<file path="src/rtl/addsub_arbiter.sv">
// addsub_arbiter
//   Two requesters share one 64-bit add/sub datapath. A round-robin grant
//   picks one request while IDLE. The operands are registered and the
//   result is computed in EXEC. The result is then held in RESP until the
//   consumer accepts it. One op completes every 3 cycles at best.
// Ports
//   clk, rst_n               : clock, async active-low reset
//   req_valid/req_ready[1:0] : per-requester handshake (ready only in IDLE)
//   req_a0/b0, req_a1/b1     : signed 64-bit operands per requester
//   req_sub[1:0]             : per-requester op, 0 = a+b, 1 = a-b
//   rsp_valid/rsp_ready      : result handshake
//   rsp_id                   : requester that owns the result
//   rsp_sum, rsp_cout/ovf/zf/sf : result and flags
//   busy                     : FSM not IDLE
//   op_count                 : completed response handshakes (wraps)

module addsub64 (
  input  logic [63:0] a_i,
  input  logic [63:0] b_i,
  input  logic        sub_i,
  output logic [63:0] sum_o,
  output logic        cout_o,
  output logic        ovf_o
);
  logic [63:0] b_x;
  logic [62:0] lo;
  logic        c63;
  logic        top;

  // Split at bit 63 so the carry into the MSB is visible for overflow.
  always_comb begin
    b_x           = sub_i ? ~b_i : b_i;
    {c63, lo}     = {1'b0, a_i[62:0]} + {1'b0, b_x[62:0]} + {63'b0, sub_i};
    {cout_o, top} = {1'b0, a_i[63]} + {1'b0, b_x[63]} + {1'b0, c63};
    sum_o         = {top, lo};
    ovf_o         = c63 ^ cout_o;
  end
endmodule

module addsub_arbiter #(
  parameter int RR_INIT = 0
) (
  input  logic        clk,
  input  logic        rst_n,
  input  logic [1:0]  req_valid,
  output logic [1:0]  req_ready,
  input  logic [63:0] req_a0,
  input  logic [63:0] req_b0,
  input  logic [63:0] req_a1,
  input  logic [63:0] req_b1,
  input  logic [1:0]  req_sub,
  output logic        rsp_valid,
  input  logic        rsp_ready,
  output logic        rsp_id,
  output logic [63:0] rsp_sum,
  output logic        rsp_cout,
  output logic        rsp_ovf,
  output logic        rsp_zf,
  output logic        rsp_sf,
  output logic        busy,
  output logic [31:0] op_count
);
  localparam logic [1:0] IDLE = 2'd0;
  localparam logic [1:0] EXEC = 2'd1;
  localparam logic [1:0] RESP = 2'd2;
  // The last grant resets to the other requester, so RR_INIT wins the first tie.
  localparam logic LAST_RST = (RR_INIT == 0) ? 1'b1 : 1'b0;

  logic [1:0]  state_q, state_d;
  logic        last_q;
  logic        gnt;
  logic        accept;
  logic [63:0] a_q, b_q;
  logic        sub_q, id_q;
  logic [63:0] sum_q;
  logic        cout_q, ovf_q, zf_q, sf_q;
  logic [31:0] cnt_q;
  logic [63:0] dp_sum;
  logic        dp_cout, dp_ovf;

  always_comb begin
    gnt = 1'b0;
    if (req_valid == 2'b11) gnt = ~last_q;
    else if (req_valid[1] && !req_valid[0]) gnt = 1'b1;
  end

  // The ready output is gated by rst_n so it stays low while reset is held.
  always_comb begin
    req_ready = 2'b00;
    if (rst_n && state_q == IDLE && req_valid != 2'b00) req_ready[gnt] = 1'b1;
  end

  assign accept = (state_q == IDLE) && (req_valid != 2'b00);

  always_comb begin
    state_d = state_q;
    case (state_q)
      IDLE:    if (accept) state_d = EXEC;
      EXEC:    state_d = RESP;
      RESP:    if (rsp_ready) state_d = IDLE;
      default: state_d = IDLE;
    endcase
  end

  addsub64 u_dp (
    .a_i    (a_q),
    .b_i    (b_q),
    .sub_i  (sub_q),
    .sum_o  (dp_sum),
    .cout_o (dp_cout),
    .ovf_o  (dp_ovf)
  );

  always_ff @(posedge clk or negedge rst_n) begin
    if (!rst_n) begin
      state_q <= IDLE;
      last_q  <= LAST_RST;
      a_q     <= '0;
      b_q     <= '0;
      sub_q   <= 1'b0;
      id_q    <= 1'b0;
      sum_q   <= '0;
      cout_q  <= 1'b0;
      ovf_q   <= 1'b0;
      zf_q    <= 1'b0;
      sf_q    <= 1'b0;
      cnt_q   <= '0;
    end else begin
      state_q <= state_d;
      if (accept) begin
        last_q <= gnt;
        id_q   <= gnt;
        a_q    <= gnt ? req_a1 : req_a0;
        b_q    <= gnt ? req_b1 : req_b0;
        sub_q  <= req_sub[gnt];
      end
      if (state_q == EXEC) begin
        sum_q  <= dp_sum;
        cout_q <= dp_cout;
        ovf_q  <= dp_ovf;
        zf_q   <= (dp_sum == 64'd0);
        sf_q   <= dp_sum[63];
      end
      if (state_q == RESP && rsp_ready) cnt_q <= cnt_q + 32'd1;
    end
  end

  assign rsp_valid = (state_q == RESP);
  assign busy      = (state_q != IDLE);
  assign rsp_id    = id_q;
  assign rsp_sum   = sum_q;
  assign rsp_cout  = cout_q;
  assign rsp_ovf   = ovf_q;
  assign rsp_zf    = zf_q;
  assign rsp_sf    = sf_q;
  assign op_count  = cnt_q;
endmodule

</file>
<file path="config.mk">
export PLATFORM = sky130hd
export DESIGN_NAME = addsub_arbiter
export DESIGN_NICKNAME = d
export VERILOG_FILES = /design/src/rtl/addsub_arbiter.sv
export SDC_FILE = /design/constraint.sdc
export NUM_CORES = 1
export LEC_CHECK = 0
export BUFFER_PORTS_ARGS = -buffer_cell sky130_fd_sc_hd__buf_2
export CAP_MARGIN = 10
export CORE_MARGIN = 8
export CORE_UTILIZATION = 45
export DETAILED_ROUTE_END_ITERATION = 16
export PLACE_DENSITY = 0.82
export SLEW_MARGIN = 5
export SYNTH_ARGS = -nofsm -noshare
export SYNTH_HDL_FRONTEND = slang
export SYNTH_SLANG_ARGS = --single-unit
export TNS_END_PERCENT = 10
</file>
<file path="constraint.sdc">
create_clock -name clk -period 5.2 [get_ports clk]
set_input_delay 0.52 -clock clk [delete_from_list [all_inputs] [get_ports clk]]
set_output_delay 0.52 -clock clk [all_outputs]
set_load 0.02 [all_outputs]
</file>
**Word level (Yosys, flattened, before mapping)**

Index checks and enable logic that the tools add are counted.

- Bits in registers: 233
- Bits in latches: 0
- RAM bits: 0
- Memory bits (read-only): 0
- Bits of input ports: 263
- Output and inout bits: 105
- Word-level logic and storage cells: 52
- Memories kept: 0

- Add/subtract/negate cells: 5
- $mul: 0
- Divide/modulo/power cells: 0
- $lt $le $gt $ge: 2
- Equality and inequality tests: 5
- Shift-type cells: 0
- Multiplexer cells: 13
- Bitwise gates (word level): 3
- Reductions and logical operators: 12

Operators with widths:

| operator | number |
|---|---|
| two-way mux 64 bit | 3 |
| adder 63 x 63 -> 64 bit | 1 |
| adder 64 x 1 -> 64 bit | 1 |
| zero test 64 bit | 1 |
| inverter 64 bit | 1 |
| adder 32 x 1 -> 32 bit (second input constant) | 1 |
| logical AND 1 bit | 6 |
| two-way mux 2 bit | 3 |
| case mux 2 bit (3 select lines) | 1 |
| two-way mux 1 bit | 5 |
| equality test 2 bit (second input constant) | 2 |
| nonzero test 2 bit | 2 |
| adder 1 x 1 -> 2 bit | 1 |
| adder 2 x 1 -> 2 bit | 1 |
| equality test 2 x 1 -> 1 bit (second input constant) | 1 |
| zero test 2 bit | 1 |
| < comparator 1 x 2 -> 1 bit (second input constant) | 1 |
| inequality test 2 x 1 -> 1 bit (second input constant) | 1 |
| inequality test 2 bit (second input constant) | 1 |
| AND reduction 2 bit | 1 |
| demux 1 bit (select 1 bit) | 1 |
| >= comparator 1 bit (second input constant) | 1 |
| zero test 1 bit | 1 |
| inverter 1 bit | 1 |
| XOR 1 bit | 1 |

**Longest topological paths before layout**

Gate-level depths: netlist (run 1).

- Depth after elaboration: 9
- Gate-level depth with buffers: 25
- Depth with buffers taken out: 22

**Modules after synthesis**

Synthesis (run 1) repeated with hierarchy kept, for this count alone.

- Cell total of the unflattened synthesis: 1,523
- Area, all modules: 14,702.9 um2

Modules (own cells, without submodules):

| module | instances | cells an instance | area each (um2) | seq. area each (um2) |
|---|---|---|---|---|
| addsub_arbiter | 1 | 887 | 10,181.0 | 5,806.8 |
| addsub64 | 1 | 636 | 4,521.8 | 0.0 |

**Worst setup path after synthesis (run 1)**

OpenSTA, ideal clock, no wires.

- Kind: reg2reg
- Start: register sub_q
- End: register zf_q (netlist: rsp_zf)
- Setup time: 0.064 ns
- Data arrival time: 5.330 ns
- Data required time: 5.136 ns
- Setup slack: -0.194 ns
- Stages on the path, launching flop included: 25
- Path buffers: 2
- Period minus slack after synthesis: 5.394 ns
- Cell sequence: dfrtp_1 -> clkbuf_1 -> clkbuf_1 -> xor2_1 -> ha_1 -> a21oi_1 -> o22ai_2 -> a21oi_1 -> a2111oi_2 -> o21a_1 -> or3_1 -> a31oi_1 -> o21ai_0 -> a21oi_1 -> fa_1 -> nand2b_1 -> nor4_1 -> o2111a_1 -> nand4_1 -> a211oi_1 -> nand4b_1 -> nor4_1 -> nand4_1 -> nor4_1 -> a21o_1

- Cells in the longest elaborated chain, start to end: 5
- Elaborated cells between the ends (all ways): 6
- Classes of those cells: 4 x add/sub; 1 x mux; 1 x reduce/logical

RTL lines:

| element | line | RTL |
|---|---|---|
| from (decl) | 74 | `logic sub_q, id_q;` |
| from (signal assigned) | 135 | `sub_q <= req_sub[gnt];` |
| two-way mux 64 bit | 32 | `b_x = sub_i ? ~b_i : b_i;` |
| adder 63 x 63 -> 64 bit | 33 | `{c63, lo} = {1'b0, a_i[62:0]} + {1'b0, b_x[62:0]} + {63'b0, sub_i};` |
| adder 64 x 1 -> 64 bit | 33 |  |
| adder 2 x 1 -> 2 bit | 34 | `{cout_o, top} = {1'b0, a_i[63]} + {1'b0, b_x[63]} + {1'b0, c63};` |
| zero test 64 bit (*) | 141 | `zf_q <= (dp_sum == 64'd0);` |
| to (signal assigned) | 141 |  |
| to (decl) | 76 | `logic cout_q, ovf_q, zf_q, sf_q;` |

Every way passes the cells marked *; elsewhere a longest branch is shown, timed or not.
A chain may end at the register's enable or synchronous reset.

**Worst setup path after layout (run 1)**

Ends and elaborated chain as after synthesis.

==> run_results.csv, run 1 <==
group,metric,value,unit
global_route,wire_length_of_the_first_global_routing_pass,74.39,mm
cells_and_area,num-fill-cells,2957,
cells_and_area,layout-area-overhead-vs-synth,27.53,%
floorplanning,initial_utilization,45.32,%
placed_design,place_worst_setup_slack,-0.3319,ns
timing,timing.fmax,190.8,MHz
timing,relSlewSlack,28.17,%
timing,timing.final.ws_setup,-0.04248,ns
global_route,antenna_found_initial,0,
timing,measured_slew_at_the_worst_slew_check_pin,1.077,ns
timing,post-route-min-period,5.242,ns
timing,final_hold_viol_count,0,
yosys,yosysUniqueCellTypes,83,
cts,cts_root_buf,"sky130_fd_sc_hd__clkbuf_16",
floorplanning,die_y,199.1,microns
cts,cts.sink_count,232,
outcome,violations,"negative setup slack",
critical_path,cp_max_fo,26,
timing,setup_viol,1,
cells_and_area,drive_above_1_share,28.56,%
floorplanning,placementRows,67,
cts,cts_made_buffers,25,
route,detail_route.first_pass.iterations,5,
yosys,post_synth.cell_area_avg,8.903,sq um
yosys,synth_nets,2022,
outcome,run_status,"finished, violations left",
cts,clock_tree_from_tritoncts,"built",
timing,final.period_utilization,100.8,%
critical_path,timing.setup.critical_path_class,"reg -> reg",
route,detail_route.wirelength,47.71,mm
cts,clk_latency,0.53,ns
global_route,grt.total_usage,23.23,%
floorplanning,ios,368,
critical_path,cpPeakStageDelay,0.52,ns
yosys,synth-warning-count,0,
placed_design,final_gp_congestion,0.9380,
timing,finClkSkew,0.01529,ns
route,wire_per_inst,18.34,microns
flow_run,max_capacitance_violation_count,0,
cells_and_area,mostFrequentLayoutCell,"sky130_fd_sc_hd__buf_2",
route,detail_route.drc_violations,0,
critical_path,crit_path_cell_trace,"buf_12, xor2_1, ha_1, a21o_1, o21bai_1, a2111oi_4, o32ai_1, or3_1, a31oi_1, o21ai_1, a21oi_2, fa_1, nand2b_1, nor4_2, o2111a_1, nand4_1, a211oi_2, nand4b_1, nor4_2, nand4_1, nor4_1, a21o_1",
yosys,synth.ff_latch_count,232,
floorplanning,fp.dieArea,0.03963,sq mm
route,vias,14230,
critical_path,worst_ep_required_time,5.66,ns
yosys,synth_edf_count,0,
floorplanning,width_of_the_die,199.1,microns
yosys,async_flop_share,100.0,%
floorplanning,floorplan.core_area,0.03328,sq mm
global_route,grt.overflow.total,0,
cts,cts.reportedPaths.clkPinSlew,0.07,ns
route,detail-route-antenna-nets,0,
placed_design,port_buffers,367,
yosys,synth-main-ff-cell,"sky130_fd_sc_hd__dfrtp_1",
cells_and_area,num-nets-final,2464,
critical_path,crit_arrival,5.70,ns
timing,finalMaxSlewViolations,0,
critical_path,cp_slowest_cell,"sky130_fd_sc_hd__dfrtp_4",
route,dr.first_iter.drc_count,831,
cells_and_area,final_cell_mix,"sky130_fd_sc_hd__buf_2, sky130_fd_sc_hd__dfrtp_1, sky130_fd_sc_hd__a21oi_1",
yosys,synth_seq_area_share,38.50,%
critical_path,worstSetupStartpointType,"flop",
yosys,synthCells,1694,
yosys,mappedNetlistArea,0.01508,sq mm
cts,htreeDepth,1,
route,routed_via_density,5.469,
global_route,pin_count_of_the_biggest_net_entering_global_routing,261,
global_route,first_global_vias,14320,
cts,clock_tree.buffer_depth,3,
placed_design,detailed_place_hpwl,37.86,mm
cells_and_area,antenna_cells_inserted,0,
critical_path,timing.critical_path.to_type,"flop",
timing,rsz_0062_raised_after_global_routing,"yes",
worst_hold_path,min_path_type,"in -> reg",
## routing by layer
metal  vias to the layer above  global-route usage [%]  share of wire, %  wire (microns)
met4                         0                   6.176               2.4            1167
met3                        78                   4.176               6.7            3201
met1                      6741                   30.64                44           20830
met5                         -                       0                 0               0
li1                       6919                       -                 -               -
met2                       488                   38.87                47           22510
## cell type report
cell class | count | area (sq um) | area share, %
well taps | 448 | 560.5 | 2.914
inverters | 23 | 86.33 | 0.4489
flip-flops and latches | 232 | 5811 | 30.21
clock buffers | 32 | 711.9 | 3.702
multi-input cells | 1336 | 8818 | 45.85
clock inverters | 12 | 175.2 | 0.9107
repair buffers | 518 | 3070 | 15.96
## repair_timing
item | CTS | global route
resized for setup | 9 | 5
hold buffers | 1 | 0
endpoints found under the setup margin | 1 | 1
setup buffers | 5 | 0
hold endpoints to repair | 48 | 0
pin swaps | 11 | 2
## kinds of logic after synthesis
kind of cell,synth area share [%]
flops,38.50
buf+inv,3.542
mux,10.15
compound gates,18.64
xor+xnor,7.898
fa+ha+maj,5.492
simple gates,15.77
## flip-flops by register name, summed over array words and instances (netlist names)
signal    count
a_q          64
rsp_cout      1
rsp_zf        1
state_q       2
rsp_sum      64
op_count     32
last_q        1
sub_q         1
rsp_id        1
b_q          64
rsp_ovf       1
## worst max-delay path, delay by kind of cell, from the launching register on
kind / cells / cell delay (ns)
adder cells (fa/ha/maj): 2 / 0.53
AND/OR/NAND/NOR: 8 / 1.64
flip-flops: 1 / 0.52
buffers and inverters: 1 / 0.19
XOR/XNOR: 1 / 0.18
AO/OA/AOI/OAI: 10 / 2.08
## synthesized netlist by cell type (14+ instances only)
library cell               count  area, sq um
sky130_fd_sc_hd__nor2_1      205        769.5
sky130_fd_sc_hd__xnor2_1      51        446.7
sky130_fd_sc_hd__clkbuf_1     73        274.0
sky130_fd_sc_hd__inv_1        23        86.33
sky130_fd_sc_hd__a21oi_1     207         1036
sky130_fd_sc_hd__o21ai_0      79        395.4
sky130_fd_sc_hd__xor2_1       85        744.5
sky130_fd_sc_hd__and3_1       14        87.58
sky130_fd_sc_hd__mux2i_1     137         1371
sky130_fd_sc_hd__nor3_1       19        95.09
sky130_fd_sc_hd__buf_2        16        80.08
sky130_fd_sc_hd__nand4_1      30        187.7
sky130_fd_sc_hd__o21a_1       14        105.1
sky130_fd_sc_hd__dfrtp_1     231         5781
sky130_fd_sc_hd__a21o_1       26        195.2
sky130_fd_sc_hd__nand2_1     171        641.9
sky130_fd_sc_hd__nand3_1      32        160.2
sky130_fd_sc_hd__ha_1         63        788.3
## path summary, 6_finish.rpt
kind	slack, ns	end	cells after the start	from
max in group asynchronous	3.55	rsp_zf	3	rst_n
min reg2reg	0.47	op_count[31]	1	op_count[31]
min in group asynchronous	0.51	op_count[0]	2	rst_n
max reg2reg	-0.04	rsp_zf	22	sub_q
max	-0.04	rsp_zf	22	sub_q
min	0.22	last_q	2	req_valid[0]
## metrics by stage
| stage | std cells | utilization [%] | hold slack (ns) | instance area (sq um) | TNS [ns] |
|---|---|---|---|---|---|
| after floorplan | 1694 | - | 0.2244 | 15090 | 0 |
| after global placement | 2551 | 54.84 | 0.4562 | 18250 | -0.04006 |
| after detailed placement | 2551 | 54.84 | 0.4647 | 18250 | -0.3319 |
| after CTS | 2601 | 57.72 | 0.1895 | 19210 | 0 |
| after global routing | 2601 | 57.79 | 0.2140 | 19230 | -0.4266 |
| final | 2601 | 57.79 | 0.2151 | 19230 | -0.04248 |
Power of run 1 is left out: the tool's default activity adds up to more than one toggle a clock period on the data nets, which glitch-free logic cannot reach.
==> run 2, diff against run 1 <==
--- a/config.mk
+++ b/config.mk
@@ -14,5 +14,6 @@
 export SLEW_MARGIN = 5
 export SYNTH_ARGS = -nofsm -noshare
 export SYNTH_HDL_FRONTEND = slang
+export SYNTH_HIERARCHICAL = 1
 export SYNTH_SLANG_ARGS = --single-unit
 export TNS_END_PERCENT = 10
==> run 2 against run 1 <==
The run ends with negative hold slack left. Clock-buffer cell count rose by 4. Sequential share of layout area grew 2.6 points. Utilization fell by 3.2 points. Non-clock buffer count decreased by 143. Synthesized area shrank 2.5%. Largest cell class unchanged.
==> run_results.csv, run 2 <==
group,metric,value,unit
yosys,synthTopCellsByArea,"sky130_fd_sc_hd__dfrtp_1, sky130_fd_sc_hd__mux2i_1, sky130_fd_sc_hd__a21oi_1",
yosys,yosys.cell_count.top_type,"sky130_fd_sc_hd__dfrtp_1",
yosys,synth-main-ff-cell,"sky130_fd_sc_hd__dfrtp_1",
route,wire_per_inst,19.93,microns
yosys,yosys-top-cells-count,"sky130_fd_sc_hd__dfrtp_1, sky130_fd_sc_hd__a21oi_1, sky130_fd_sc_hd__nor2_1",
flow_run,max_capacitance_violation_count,0,
route,routed_via_density,5.569,
placed_design,post-place-cells,2248,
yosys,synth-warning-count,6,
floorplanning,initial_utilization,45.42,%
yosys,synth_nets,1851,
cts,cts_root_buf,"sky130_fd_sc_hd__clkbuf_16",
placed_design,final_gp_congestion,0.9247,
global_route,grt.total_usage,22.57,%
route,detail_route.wirelength,45.75,mm
route,detail-route-antenna-nets,0,
cts,htreeDepth,1,
cells_and_area,antenna_cells_inserted,0,
cells_and_area,final_cell_mix,"sky130_fd_sc_hd__buf_2, sky130_fd_sc_hd__dfrtp_1, sky130_fd_sc_hd__a21oi_1",
critical_path,crit_arrival,5.36,ns
yosys,post_synth.cell_area_avg,9.654,sq um
timing,final_hold_viol_count,4,
yosys,synth_seq_area_share,39.49,%
cells_and_area,mostFrequentLayoutCell,"sky130_fd_sc_hd__buf_2",
yosys,yosysUniqueCellTypes,70,
outcome,violations,"negative hold slack",
yosys,async_flop_share,100.0,%
placed_design,port_buffers,367,
outcome,run_status,"finished, violations left",
yosys,synthCells,1523,
floorplanning,fp.dieArea,0.03871,sq mm
cts,resized_cells_post_cts,0,
timing,worst_hold_slack,-0.007129,ns
timing,post-route-min-period,4.887,ns
timing,measured_slew_at_the_worst_slew_check_pin,1.048,ns
timing,setup-tns-final,0,ns
cells_and_area,layoutNonFillerInstCount,2295,
cts,clock_tree.buffer_depth,3,
route,detail_route.first_pass.iterations,5,
floorplanning,floorplan.core_area,0.03237,sq mm
cts,cts_hold_repair.buffers,0,
route,dr.first_iter.drc_count,880,
global_route,first_global_vias,13130,
cts,cts.sink_count,232,
timing,final.period_utilization,93.98,%
yosys,synth_top_cell_by_area,"sky130_fd_sc_hd__dfrtp_1",
critical_path,timing.critical_path.to_type,"flop",
timing,timing.fmax,204.6,MHz
timing,relSlewSlack,30.14,%
cts,cts.reportedPaths.clkPinSlew,0.06,ns
critical_path,timing.setup.critical_path_class,"reg -> reg",
yosys,synth_edf_count,0,
global_route,antenna_found_initial,1,
cells_and_area,drive_above_1_share,27.42,%
cts,cts_made_buffers,26,
global_route,grt.overflow.total,0,
route,vias,12780,
worst_hold_path,min_path_type,"in -> async",
yosys,fraction_of_synthesized_cell_area_taken_by_the_top_area_cell_type,39.32,%
critical_path,cp_max_fo,27,
placed_design,detailed_place_hpwl,35.97,mm
cells_and_area,num-nets-final,2162,
critical_path,worst_ep_required_time,5.67,ns
route,detail_route.drc_violations,0,
floorplanning,ios,368,
cells_and_area,layout-area-overhead-vs-synth,20.27,%
cells_and_area,num-fill-cells,2879,
global_route,wire_length_of_the_first_global_routing_pass,70.89,mm
timing,setup_viol,0,
yosys,synth.ff_latch_count,232,
timing,finClkSkew,0.01849,ns
critical_path,worstSetupStartpointType,"flop",
cts,clk_latency,0.55,ns
global_route,pin_count_of_the_biggest_net_entering_global_routing,166,
cts,clock_tree_from_tritoncts,"built",
floorplanning,placementRows,66,
timing,rsz_0062_raised_after_global_routing,"no",
floorplanning,die_y,196.8,microns
yosys,mappedNetlistArea,0.01470,sq mm
floorplanning,width_of_the_die,196.8,microns
timing,finalMaxSlewViolations,0,
cts,post_cts.repair.setup_buffers,0,
[run 2: cell types whose count changed after synthesis, moves of 9 or more]
cell	previous run	this run
sky130_fd_sc_hd__nor4_1	10	26
sky130_fd_sc_hd__xnor2_1	51	65
sky130_fd_sc_hd__a21o_1	26	39
sky130_fd_sc_hd__nor2_1	205	164
sky130_fd_sc_hd__buf_2	16	52
sky130_fd_sc_hd__or3_1	10	1
sky130_fd_sc_hd__o21ai_1	13	0
sky130_fd_sc_hd__nand2_1	171	67
sky130_fd_sc_hd__mux2_2	13	67
sky130_fd_sc_hd__clkbuf_1	73	25
sky130_fd_sc_hd__o21ai_0	79	31
[run 2: final timing paths]
path / startpoint / cells past startpoint / to / slack, ns
setup / recovery: sub_q / 16 / rsp_zf / 0.31
hold / removal: rst_n / 1 / state_q[0] / -0.007
setup reg to reg: sub_q / 16 / rsp_zf / 0.31
hold reg to reg: op_count[31] / 1 / op_count[31] / 0.47
max in group asynchronous: rst_n / 2 / op_count[7] / 3.75
min in group clk: req_valid[0] / 2 / last_q / 0.20
[run 2: per-stage QoR]
step / utilization, % / worst slack, ns / instance area [sq um] / hold WS, ns
floorplan: - / 0.6874 / 14700 / 0.2244
global placement: 51.81 / 0.4632 / 16770 / 0.4614
detailed placement: 51.81 / 0.3953 / 16770 / 0.4654
CTS: 54.61 / 0.3820 / 17680 / 0.03065
global route: 54.63 / 0.05878 / 17680 / 0.04480
finish: 54.63 / 0.3133 / 17680 / -0.007129
[run 2: final cells by class]
cell class                 count  area, sq um  share of cell area, %
multi-input combinational   1172         8382                  47.40
clock buffer                  36        769.5                  4.352
inverter                      27        101.3                 0.5731
tap                          442        553.0                  3.127
sequential                   232         5811                  32.86
clock inverter                11        135.1                 0.7642
timing repair buffer         375         1932                  10.92
[run 2: worst max-delay path, stage by stage (launching register included)]
cell and delay, ns:
sky130_fd_sc_hd__dfrtp_4 0.66, sky130_fd_sc_hd__xor2_1 0.23, sky130_fd_sc_hd__ha_1 0.35, sky130_fd_sc_hd__a2111o_1 0.46, sky130_fd_sc_hd__a21oi_2 0.22, sky130_fd_sc_hd__o31ai_4 0.12, sky130_fd_sc_hd__a211oi_2 0.47, sky130_fd_sc_hd__o41ai_4 0.20
sky130_fd_sc_hd__a21oi_2 0.23, sky130_fd_sc_hd__o21a_1 0.29, sky130_fd_sc_hd__o31ai_1 0.10, sky130_fd_sc_hd__a21o_1 0.20, sky130_fd_sc_hd__fa_1 0.47, sky130_fd_sc_hd__nor4_1 0.35, sky130_fd_sc_hd__nand3_1 0.12, sky130_fd_sc_hd__nor3_1 0.20
sky130_fd_sc_hd__a22o_1 0.14
[run 2: logic make-up (layout without fill, tap and decap cells)]
logic type                 count (synthesis)  in the layout  share of synthesized area [%]
AOI/OAI and AO/OA                        376            376                          15.84
buffers and inverters                    119            449                          3.719
muxes                                    197            197                          13.98
adders and majority gates                 65             65                          5.634
and+or+nand+nor                          381            381                          12.22
DFF                                      232            232                          39.49
xor gates and xnor gates                 153            153                          9.114
[run 2: metal layers]
layer  routed length, microns  global-route usage (%)
met1                    20510                   30.88
met2                    21510                   36.83
met3                     2458                   3.497
met4                     1269                   6.102
met5                        0                       0
Power of run 2 is left out for the same reason.
==> run 3, diff against run 2 <==
--- a/config.mk
+++ b/config.mk
@@ -7,10 +7,12 @@
 export LEC_CHECK = 0
 export BUFFER_PORTS_ARGS = -buffer_cell sky130_fd_sc_hd__buf_2
 export CAP_MARGIN = 10
+export CELL_PAD_IN_SITES_DETAIL_PLACEMENT = 2
+export CELL_PAD_IN_SITES_GLOBAL_PLACEMENT = 2
 export CORE_MARGIN = 8
-export CORE_UTILIZATION = 45
+export CORE_UTILIZATION = 30
 export DETAILED_ROUTE_END_ITERATION = 16
-export PLACE_DENSITY = 0.82
+export PLACE_DENSITY_LB_ADDON = 0.1
 export SLEW_MARGIN = 5
 export SYNTH_ARGS = -nofsm -noshare
 export SYNTH_HDL_FRONTEND = slang
==> run 3 against run 2 <==
The run now ends clean. Clock skew shrank 0.0016 ns. Critical path depth is the same. Non-clock buffer count grew 10. Setup slack gained 0.015 ns. Critical endpoint is now rsp_ovf. Via count shrank 0.36%. Largest cell class unchanged. Global-route usage shrank 3.9 points. Fmax grew 0.30%. Die area grew 46%. Cell count grew 8.5%. Final area grew 2.2%.
==> run_results.csv, run 3 (same netlist as run 2, synthesis figures left out) <==
group,metric,value,unit
critical_path,timing.setup.critical_path_class,"reg -> reg",
route,detail-route-antenna-nets,0,
route,detail_route.wirelength,54.27,mm
global_route,first_global_vias,14200,
critical_path,crit_arrival,5.37,ns
floorplanning,ios,368,
placed_design,port_buffers,367,
cts,cts.reportedPaths.clkPinSlew,0.06,ns
cells_and_area,design_area,0.01807,sq mm
cells_and_area,drive_above_1_share,27.75,%
cells_and_area,area.sequential,0.005811,sq mm
critical_path,timing.critical_path.to_type,"flop",
cells_and_area,antenna_cells_inserted,0,
timing,setup_viol,0,
cts,cts_made_buffers,28,
timing,relSlewSlack,40.03,%
cells_and_area,num-fill-cells,5361,
timing,final.period_utilization,93.69,%
route,wire_per_inst,21.80,microns
cts,clk_latency,0.56,ns
critical_path,critical-path-top-cell-by-count,"sky130_fd_sc_hd__a21oi_2",
placed_design,detailed_place_hpwl,42.87,mm
floorplanning,floorplan.core_area,0.04865,sq mm
placed_design,place_worst_setup_slack,0.1898,ns
route,detail_route.first_pass.iterations,4,
global_route,grt.overflow.total,0,
timing,timing.final.ws_setup,0.3280,ns
flow_run,max_capacitance_violation_count,0,
floorplanning,die_y,237.4,microns
floorplanning,placementRows,81,
critical_path,crit_path_cell_trace,"xor2_1, ha_1, a2111o_1, a21oi_2, o31ai_4, a211oi_2, o41ai_4, a21oi_2, o21a_1, o31ai_1, a21o_1, fa_1, nand2b_1, or4_1, nand3_1, mux2_2",
global_route,grt.total_usage,18.66,%
cells_and_area,num-nets-final,2174,
timing,measured_slew_at_the_worst_slew_check_pin,0.8995,ns
timing,final_hold_viol_count,0,
cts,resized_cells_post_cts,0,
cells_and_area,layout-area-overhead-vs-synth,22.93,%
floorplanning,fp.dieArea,0.05635,sq mm
timing,setup-tns-final,0,ns
timing,finalMaxSlewViolations,0,
route,detail_route.drc_violations,0,
cts,clock_tree_from_tritoncts,"built",
cells_and_area,final_cell_mix,"sky130_fd_sc_hd__buf_2, sky130_fd_sc_hd__dfrtp_1, sky130_fd_sc_hd__a21oi_1",
placed_design,place_area,0.01707,sq mm
critical_path,cp_slowest_cell,"sky130_fd_sc_hd__dfrtp_4",
critical_path,worst_ep_required_time,5.70,ns
cts,clock_tree.buffer_depth,3,
timing,rsz_0062_raised_after_global_routing,"no",
outcome,run_status,"finished, final reports clean",
route,vias,12740,
timing,post-route-min-period,4.872,ns
critical_path,cpPeakStageDelay,0.62,ns
global_route,pin_count_of_the_biggest_net_entering_global_routing,155,
cts,htreeDepth,1,
critical_path,cp_max_fo,15,
critical_path,worstSetupStartpointType,"flop",
global_route,wire_length_of_the_first_global_routing_pass,83.99,mm
cells_and_area,multiInputGateArea,0.008376,sq mm
timing,finClkSkew,0.01690,ns
placed_design,final_gp_congestion,0.8331,
cts,cts.sink_count,232,
floorplanning,initial_utilization,30.22,%
cells_and_area,mostFrequentLayoutCell,"sky130_fd_sc_hd__buf_2",
worst_hold_path,min_path_type,"in -> reg",
floorplanning,width_of_the_die,237.4,microns
route,routed_via_density,5.117,
cts,cts_root_buf,"sky130_fd_sc_hd__clkbuf_16",
route,dr.first_iter.drc_count,460,
timing,timing.fmax,205.3,MHz
global_route,antenna_found_initial,5,
run 3: cell types whose count changed in the layout (fill, tap and decap cells not counted), sizes merged:
cell         before  now
dlygate4sd3       0    1
clkinvlp          2    0
clkbuf           36   42
buf             375  383
clkinv            6    7
run 3: final cells by class:
type / count / share of cell area [%]
inverters: 27 / 0.5607
clock buffers: 41 / 4.652
multi-input cells: 1172 / 46.34
flip-flops and latches: 232 / 32.15
clock inverters: 10 / 0.7130
well taps: 622 / 4.306
repair buffers: 385 / 11.28
run 3: through the flow:
step	util (%)	hold slack, ns	std cells
finish	37.16	0.1924	2489
global route	37.16	0.1773	2489
CTS	37.10	0.1588	2488
detailed placement	35.09	0.4672	2436
global placement	35.09	0.4673	2436
floorplan	-	0.2244	1523
run 3: path summary, 6_finish.rpt:
check / startpoint / endpoint / slack (ns) / depth (start not counted)
min in group asynchronous: rst_n / state_q[1] / 0.48 / 2
max reg2reg: sub_q / rsp_ovf / 0.33 / 16
max: sub_q / rsp_ovf / 0.33 / 16
min: req_valid[0] / last_q / 0.19 / 2
max in group asynchronous: rst_n / b_q[61] / 3.48 / 3
min reg2reg: op_count[31] / op_count[31] / 0.48 / 1
run 3: worst max-delay path, delay by kind of cell, from the launching register on:
kind / cells / cell delay, ns
AO/OA/AOI/OAI: 9 / 2.36
XOR/XNOR: 1 / 0.21
adder cells (fa/ha/maj): 2 / 0.80
flip-flops: 1 / 0.62
multiplexers: 1 / 0.14
AND/OR/NAND/NOR: 3 / 0.68
run 3: timing repair:
action / in CTS / in global routing
hold endpoints to repair: 57 / 0
endpoints found under the setup margin: 0 / 2
buffers inserted: 0 / 1
hold buffers: 1 / 0
run 3: layer usage:
metal	routed length [microns]	GRT usage, %	up-vias
met2	25540	31.16	258
met3	2872	4.644	77
met5	26	0	-
met1	24690	24.26	6303
met4	1131	3.969	4
li1	-	-	6093
Power of run 3 is left out for the same reason.
